===== config.mk =====
export PLATFORM = sky130hd
export DESIGN_NAME = prog_loader
export DESIGN_NICKNAME = d
export VERILOG_FILES = /design/src/rtl/prog_loader.sv
export SDC_FILE = /design/constraint.sdc
export NUM_CORES = 1
export LEC_CHECK = 0
export BUFFER_PORTS_ARGS = -buffer_cell sky130_fd_sc_hd__buf_2
export CAP_MARGIN = 20
export CORE_MARGIN = 10
export CORE_UTILIZATION = 55
export DETAILED_ROUTE_END_ITERATION = 10
export PLACE_DENSITY = 0.79
export SYNTH_ARGS = -nofsm -noshare
export SYNTH_HDL_FRONTEND = slang
export SYNTH_SLANG_ARGS = --single-unit

===== constraint.sdc =====
create_clock -name i_clk -period 4.5 [get_ports i_clk]
set_input_delay 0.675 -clock i_clk [delete_from_list [all_inputs] [get_ports i_clk]]
set_output_delay 0.675 -clock i_clk [all_outputs]
set_load 0.05 [all_outputs]

===== src/rtl/prog_loader.sv =====
// prog_loader: boot/reload sequencer for the 9-bit CPU.
// Takes a length-prefixed program image over a valid/ready stream, writes it
// into instruction memory and holds the CPU in reset until the image is done.
// Optional trailing-checksum stage is enabled with `define PROG_LOADER_CHECKSUM_EN.
module prog_loader #(
  parameter int g_WORD_WIDTH = 9,
  parameter int g_IMEM_ADDR  = 11,
  parameter int g_AUTOSTART  = 1
) (
  input  logic                    i_clk,
  input  logic                    i_rst,
  input  logic                    i_start,
  input  logic                    i_s_valid,
  output logic                    o_s_ready,
  input  logic [g_WORD_WIDTH-1:0] i_s_data,
  output logic                    o_imem_we,
  output logic [g_IMEM_ADDR-1:0]  o_imem_addr,
  output logic [g_WORD_WIDTH-1:0] o_imem_data,
  output logic                    o_cpu_rst,
  output logic                    o_busy,
  output logic                    o_err,
  output logic [g_IMEM_ADDR:0]    o_count
);

  localparam logic [31:0] CAPACITY = 32'd1 << g_IMEM_ADDR;

  typedef enum logic [2:0] {
    IDLE    = 3'd0,
    LEN0    = 3'd1,
    LEN1    = 3'd2,
    DATA    = 3'd3,
`ifdef PROG_LOADER_CHECKSUM_EN
    CHK     = 3'd4,
`endif
    RELEASE = 3'd5,
    RUN     = 3'd6
  } state_t;

`ifdef PROG_LOADER_CHECKSUM_EN
  localparam state_t POST_DATA = CHK;
`else
  localparam state_t POST_DATA = RELEASE;
`endif

  state_t      state_q;
  state_t      state_d;
  logic [11:0] len_q;
  logic [11:0] hdr_len;
  logic        xfer;
  logic        hdr_oversize;
  logic        last_word;
  logic        auto_q;
  logic        load_begin;
  logic        ready_d;
  logic        busy_d;
  logic        cpu_rst_d;
`ifdef PROG_LOADER_CHECKSUM_EN
  logic [g_WORD_WIDTH-1:0] chk_q;
  logic                    chk_match;
  assign chk_match = (i_s_data == chk_q);
`endif

  // The second header word carries the top three length bits.
  assign xfer         = i_s_valid & o_s_ready;
  assign hdr_len      = {i_s_data[2:0], len_q[8:0]};
  assign hdr_oversize = 32'(hdr_len) > CAPACITY;
  assign last_word    = (32'(o_count) + 32'd1) == 32'(len_q);
  assign load_begin   = ((state_q == IDLE) || (state_q == RUN)) && (state_d == LEN0);

  // State register.
  always_ff @(posedge i_clk or posedge i_rst) begin
    if (i_rst) state_q <= IDLE;
    else       state_q <= state_d;
  end

  // Next-state logic; i_start only matters in IDLE and RUN, autostart only once after reset.
  always_comb begin
    state_d = state_q;
    case (state_q)
      IDLE:    if (i_start || auto_q) state_d = LEN0;
      LEN0:    if (xfer) state_d = LEN1;
      LEN1: begin
        if (xfer) begin
          if (hdr_len == 12'd0)  state_d = POST_DATA;
          else if (hdr_oversize) state_d = IDLE;
          else                   state_d = DATA;
        end
      end
      DATA:    if (xfer && last_word) state_d = POST_DATA;
`ifdef PROG_LOADER_CHECKSUM_EN
      CHK:     if (xfer) state_d = chk_match ? RELEASE : IDLE;
`endif
      RELEASE: state_d = RUN;
      RUN:     if (i_start) state_d = LEN0;
      default: state_d = IDLE;
    endcase
  end

  // Decode the upcoming state into the values of the registered status outputs.
  always_comb begin
    ready_d   = (state_d == LEN0) || (state_d == LEN1) || (state_d == DATA);
`ifdef PROG_LOADER_CHECKSUM_EN
    ready_d   = ready_d || (state_d == CHK);
`endif
    busy_d    = ready_d || (state_d == RELEASE);
    cpu_rst_d = (state_d != RUN);
  end

  // Registered outputs, header capture, write strobe generation and error tracking.
  always_ff @(posedge i_clk or posedge i_rst) begin
    if (i_rst) begin
      o_s_ready   <= 1'b0;
      o_busy      <= 1'b0;
      o_cpu_rst   <= 1'b1;
      o_imem_we   <= 1'b0;
      o_imem_addr <= '0;
      o_imem_data <= '0;
      o_err       <= 1'b0;
      o_count     <= '0;
      len_q       <= '0;
      auto_q      <= (g_AUTOSTART != 0);
`ifdef PROG_LOADER_CHECKSUM_EN
      chk_q       <= '0;
`endif
    end else begin
      o_s_ready <= ready_d;
      o_busy    <= busy_d;
      o_cpu_rst <= cpu_rst_d;
      o_imem_we <= 1'b0;
      auto_q    <= 1'b0;
      if (load_begin) begin
        o_err   <= 1'b0;
        o_count <= '0;
`ifdef PROG_LOADER_CHECKSUM_EN
        chk_q   <= '0;
`endif
      end
      if (xfer) begin
        case (state_q)
          LEN0: len_q[8:0] <= i_s_data[8:0];
          LEN1: begin
            len_q <= hdr_len;
            if ((hdr_len != 12'd0) && hdr_oversize) o_err <= 1'b1;
          end
          DATA: begin
            o_imem_we   <= 1'b1;
            o_imem_addr <= o_count[g_IMEM_ADDR-1:0];
            o_imem_data <= i_s_data;
            o_count     <= o_count + 1'b1;
`ifdef PROG_LOADER_CHECKSUM_EN
            chk_q       <= chk_q ^ i_s_data;
`endif
          end
`ifdef PROG_LOADER_CHECKSUM_EN
          CHK:  if (!chk_match) o_err <= 1'b1;
`endif
          default: ;
        endcase
      end
    end
  end

endmodule


==> impl_metrics.toml <==
[sta]
setup_violations = 0
maxSlewViolCount = 0
fmax_mhz = 387
rsz0062_at_grt = "no"
slew_headroom_pct = 41.9
post-route-min-period_ns = 2.58
finClkSkew_ns = 0.0143
hold_viol_final = 0
worst_pin_slew_ns = 0.871
post-route-period-util_pct = 57.4
setup-tns-final_ns = 0

[clock_tree]
htree_num_levels = 2
cts_sinks = 53
numCtsBuffers = 5
cts.clk_slew.worst_paths_ns = 0.11
cts_buffer_depth = 2
holdBufCountCts = 0
ctsResizeCount = 0
cts-root-buf = "clkbuf_8"
post_cts_buffers = 0
cts_tree = "yes"
insertion_delay_ns = 0.32

[yosys]
synth_edf_count = 0
synth-seq-cells = 53
syn_inst = 281
yosysTopAreaCellShare_pct = 48.4
ys_top_cells_by_area = "dfrtp_1 (48%), nand2_1 (11%), xnor2_1 (4.0%), mux2_2 (3.8%), o21ai_0 (2.3%)"
yosysTopAreaCell = "dfrtp_1"
synth_commonest_cells = "nand2_1 (77), dfrtp_1 (51), o21ai_0 (12), xnor2_1 (12), clkbuf_1 (11)"
ys_seq_area_share_pct = 50.4
synth_nets = 295
ys.flop_type = "dfrtp_1"
synth.most_common_cell = "nand2_1"
yosys.cell_types.count = 47
yosysWarningCount = 0
synth_async_sr_flop_share_pct = 100
postSynthAreaPerCell_sq_um = 9.39
synth_area_sq_um = 2640

[global_routing]
antenna_found_initial = 0
grt_overflow = 0
grt_use_total_pct = 15.8
grt_pass1_vias = 2116
grt_pass1_wl_mm = 10.1
grt_max_degree = 54

[power_and_ir_drop]
p_per_area_nw_per_um2 = 616
max-vdd-ir-drop_mv = 0.482
p_clk_share_pct = 15.1
p_sw_share_pct = 45.9
leakagePower_nw = 1.48
p_int_mw = 1.00
power_frac_seq_pct = 40.5
pwr-share-comb_pct = 44.4
switchingPower_uw = 848

[worst_setup_path]
cp_cell_sequence = "nand3b_1, or2_2, inv_1, nand4_1, nand3_1, o21ai_0"
cpMaxStageDelayCell = "inv_1"
worst-setup-path-type = "flip-flop to flip-flop"
regToRegEndpoint = "o_count[9]"
critPathRequiredTime_ns = 4.70
cp-start-kind = "flip-flop"
ff2ff_path_depth = 6
arrival_ns = 2.79
slowest_delay_ns = 0.74
r2r_start = "state_q[2]"
rrSetupSlack_ns = 1.92
path_max_fanout = 34
cp-end-kind = "flip-flop"

[drt]
drc = 0
vias = 2168
wirelength_mm = 6.07
routed_via_density = 5.72
first_pass_iters = 4
final_antenna_net_count = 0
drt-initial-drc-count = 170
wl_per_cell_um = 16.0

[placement]
dp_hpwl_mm = 4.37
place_inst = 371
gp_congestion = 0.908
port_buffers = 49

[flow_run]
cap_violations = 0

[floorplan]
core_sq_um = 4690
die-area_sq_um = 7970
start_util_pct = 56.2
rows = 25
io_pins = 50
die_h_um = 89.3
die_x_um = 89.3

[cells_and_area]
stdcell_count = 379
antennaDiodeCount = 0
final_nets = 338
drive_above_1_share_pct = 24.6
area_growth_pct = 13.7

[min_path]
hold_end = "o_imem_addr[6]"
hold_start = "o_imem_addr[6]"
hold_class = "flip-flop to flip-flop"
hold_depth = 2

[status]
status = "completed"
-- routing by layer --
layer,global-route usage (%),share of wire (%),wire length [um],vias up
met1,19.7,45,2710,1041
met2,26.9,48,2920,63
met3,3.65,6.2,375,8
met4,3.90,1.2,70,0
li1,-,-,-,1056
met5,0,0,0,-
-- cells by family (layout without fill, tap and decap cells) --
family | count (synthesis) | in the layout | share of synthesized area [%]
AOI/OAI and AO/OA | 44 | 44 | 11.2
DFF | 53 | 53 | 50.4
xor gates and xnor gates | 18 | 18 | 5.97
buffers and inverters | 20 | 64 | 3.03
other | 1 | 1 | 0.142
adders and majority gates | 1 | 1 | 0.474
and+or+nand+nor | 133 | 133 | 24.2
muxes | 11 | 11 | 4.60
-- sequential cells by signal, summed over array words and instances (netlist names) --
name,flops
o_count,12
auto_q,1
o_imem_addr,11
state_q,3
o_imem_data,9
o_err,1
o_busy,1
len_q,12
o_imem_we,1
o_s_ready,1
o_cpu_rst,1
-- power groups by stage --
stage	logic, mW	registers (mW)	clock network (mW)
after floorplan	0.425	0.958	0
after global placement	0.817	0.752	0
after detailed placement	0.825	0.755	0
after CTS	0.827	0.748	0.282
after global routing	0.897	0.771	0.299
final	0.820	0.749	0.279
-- placed cells by master (no fill, tap or decap), types with 4 or more instances in the layout --
cell type  count
dfrtp_1       51
nand4_1        6
a31oi_1        5
a21oi_1        6
nand3_1        5
mux2_2         9
nor3b_1        5
nand2_1       77
xnor2_1       12
o21ai_1        6
o31ai_1        4
xor2_1         6
buf_2         49
inv_1          4
o21ai_0       12
nor2_1        10
nor3_1         5
clkbuf_8       5
-- worst max-delay path: cells and delay by family (launching register included) --
kind,cells,cell delay [ns]
simple gates,4,1.16
buf+inv,1,0.74
flops,1,0.48
compound gates,1,0.08
-- layout make-up --
type | instances | area, sq um
inverters | 5 | 18.8
well taps | 54 | 67.6
clock buffers | 5 | 68.8
flip-flops and latches | 53 | 1330
clock inverters | 3 | 25.0
repair buffers | 51 | 260
fillers | 415 | 1690
multi-input cells | 208 | 1230
-- per-stage QoR --
step                      utilization, %  area, sq um  power, mW  setup slack [ns]  hold WS [ns]
after CTS                           63.9         3000       1.86              1.91         0.485
final                               63.9         3000       1.85              1.92         0.479
after global placement              61.9         2910       1.57              1.81         0.455
after detailed placement            61.9         2910       1.58              1.74         0.457
after floorplan                        -         2640       1.38              2.12         0.465
after global routing                63.9         3000       1.97              1.66         0.513
-- worst max path at each step --
stage                    start          to
global placement     i_s_valid  o_count[9]
floorplan           o_count[0]  state_q[2]
global route        state_q[0]  o_count[9]
finish              state_q[2]  o_count[9]
detailed placement   i_s_valid  o_count[9]
CTS                 state_q[2]  o_count[7]
(Power assumes the default switching activity.)
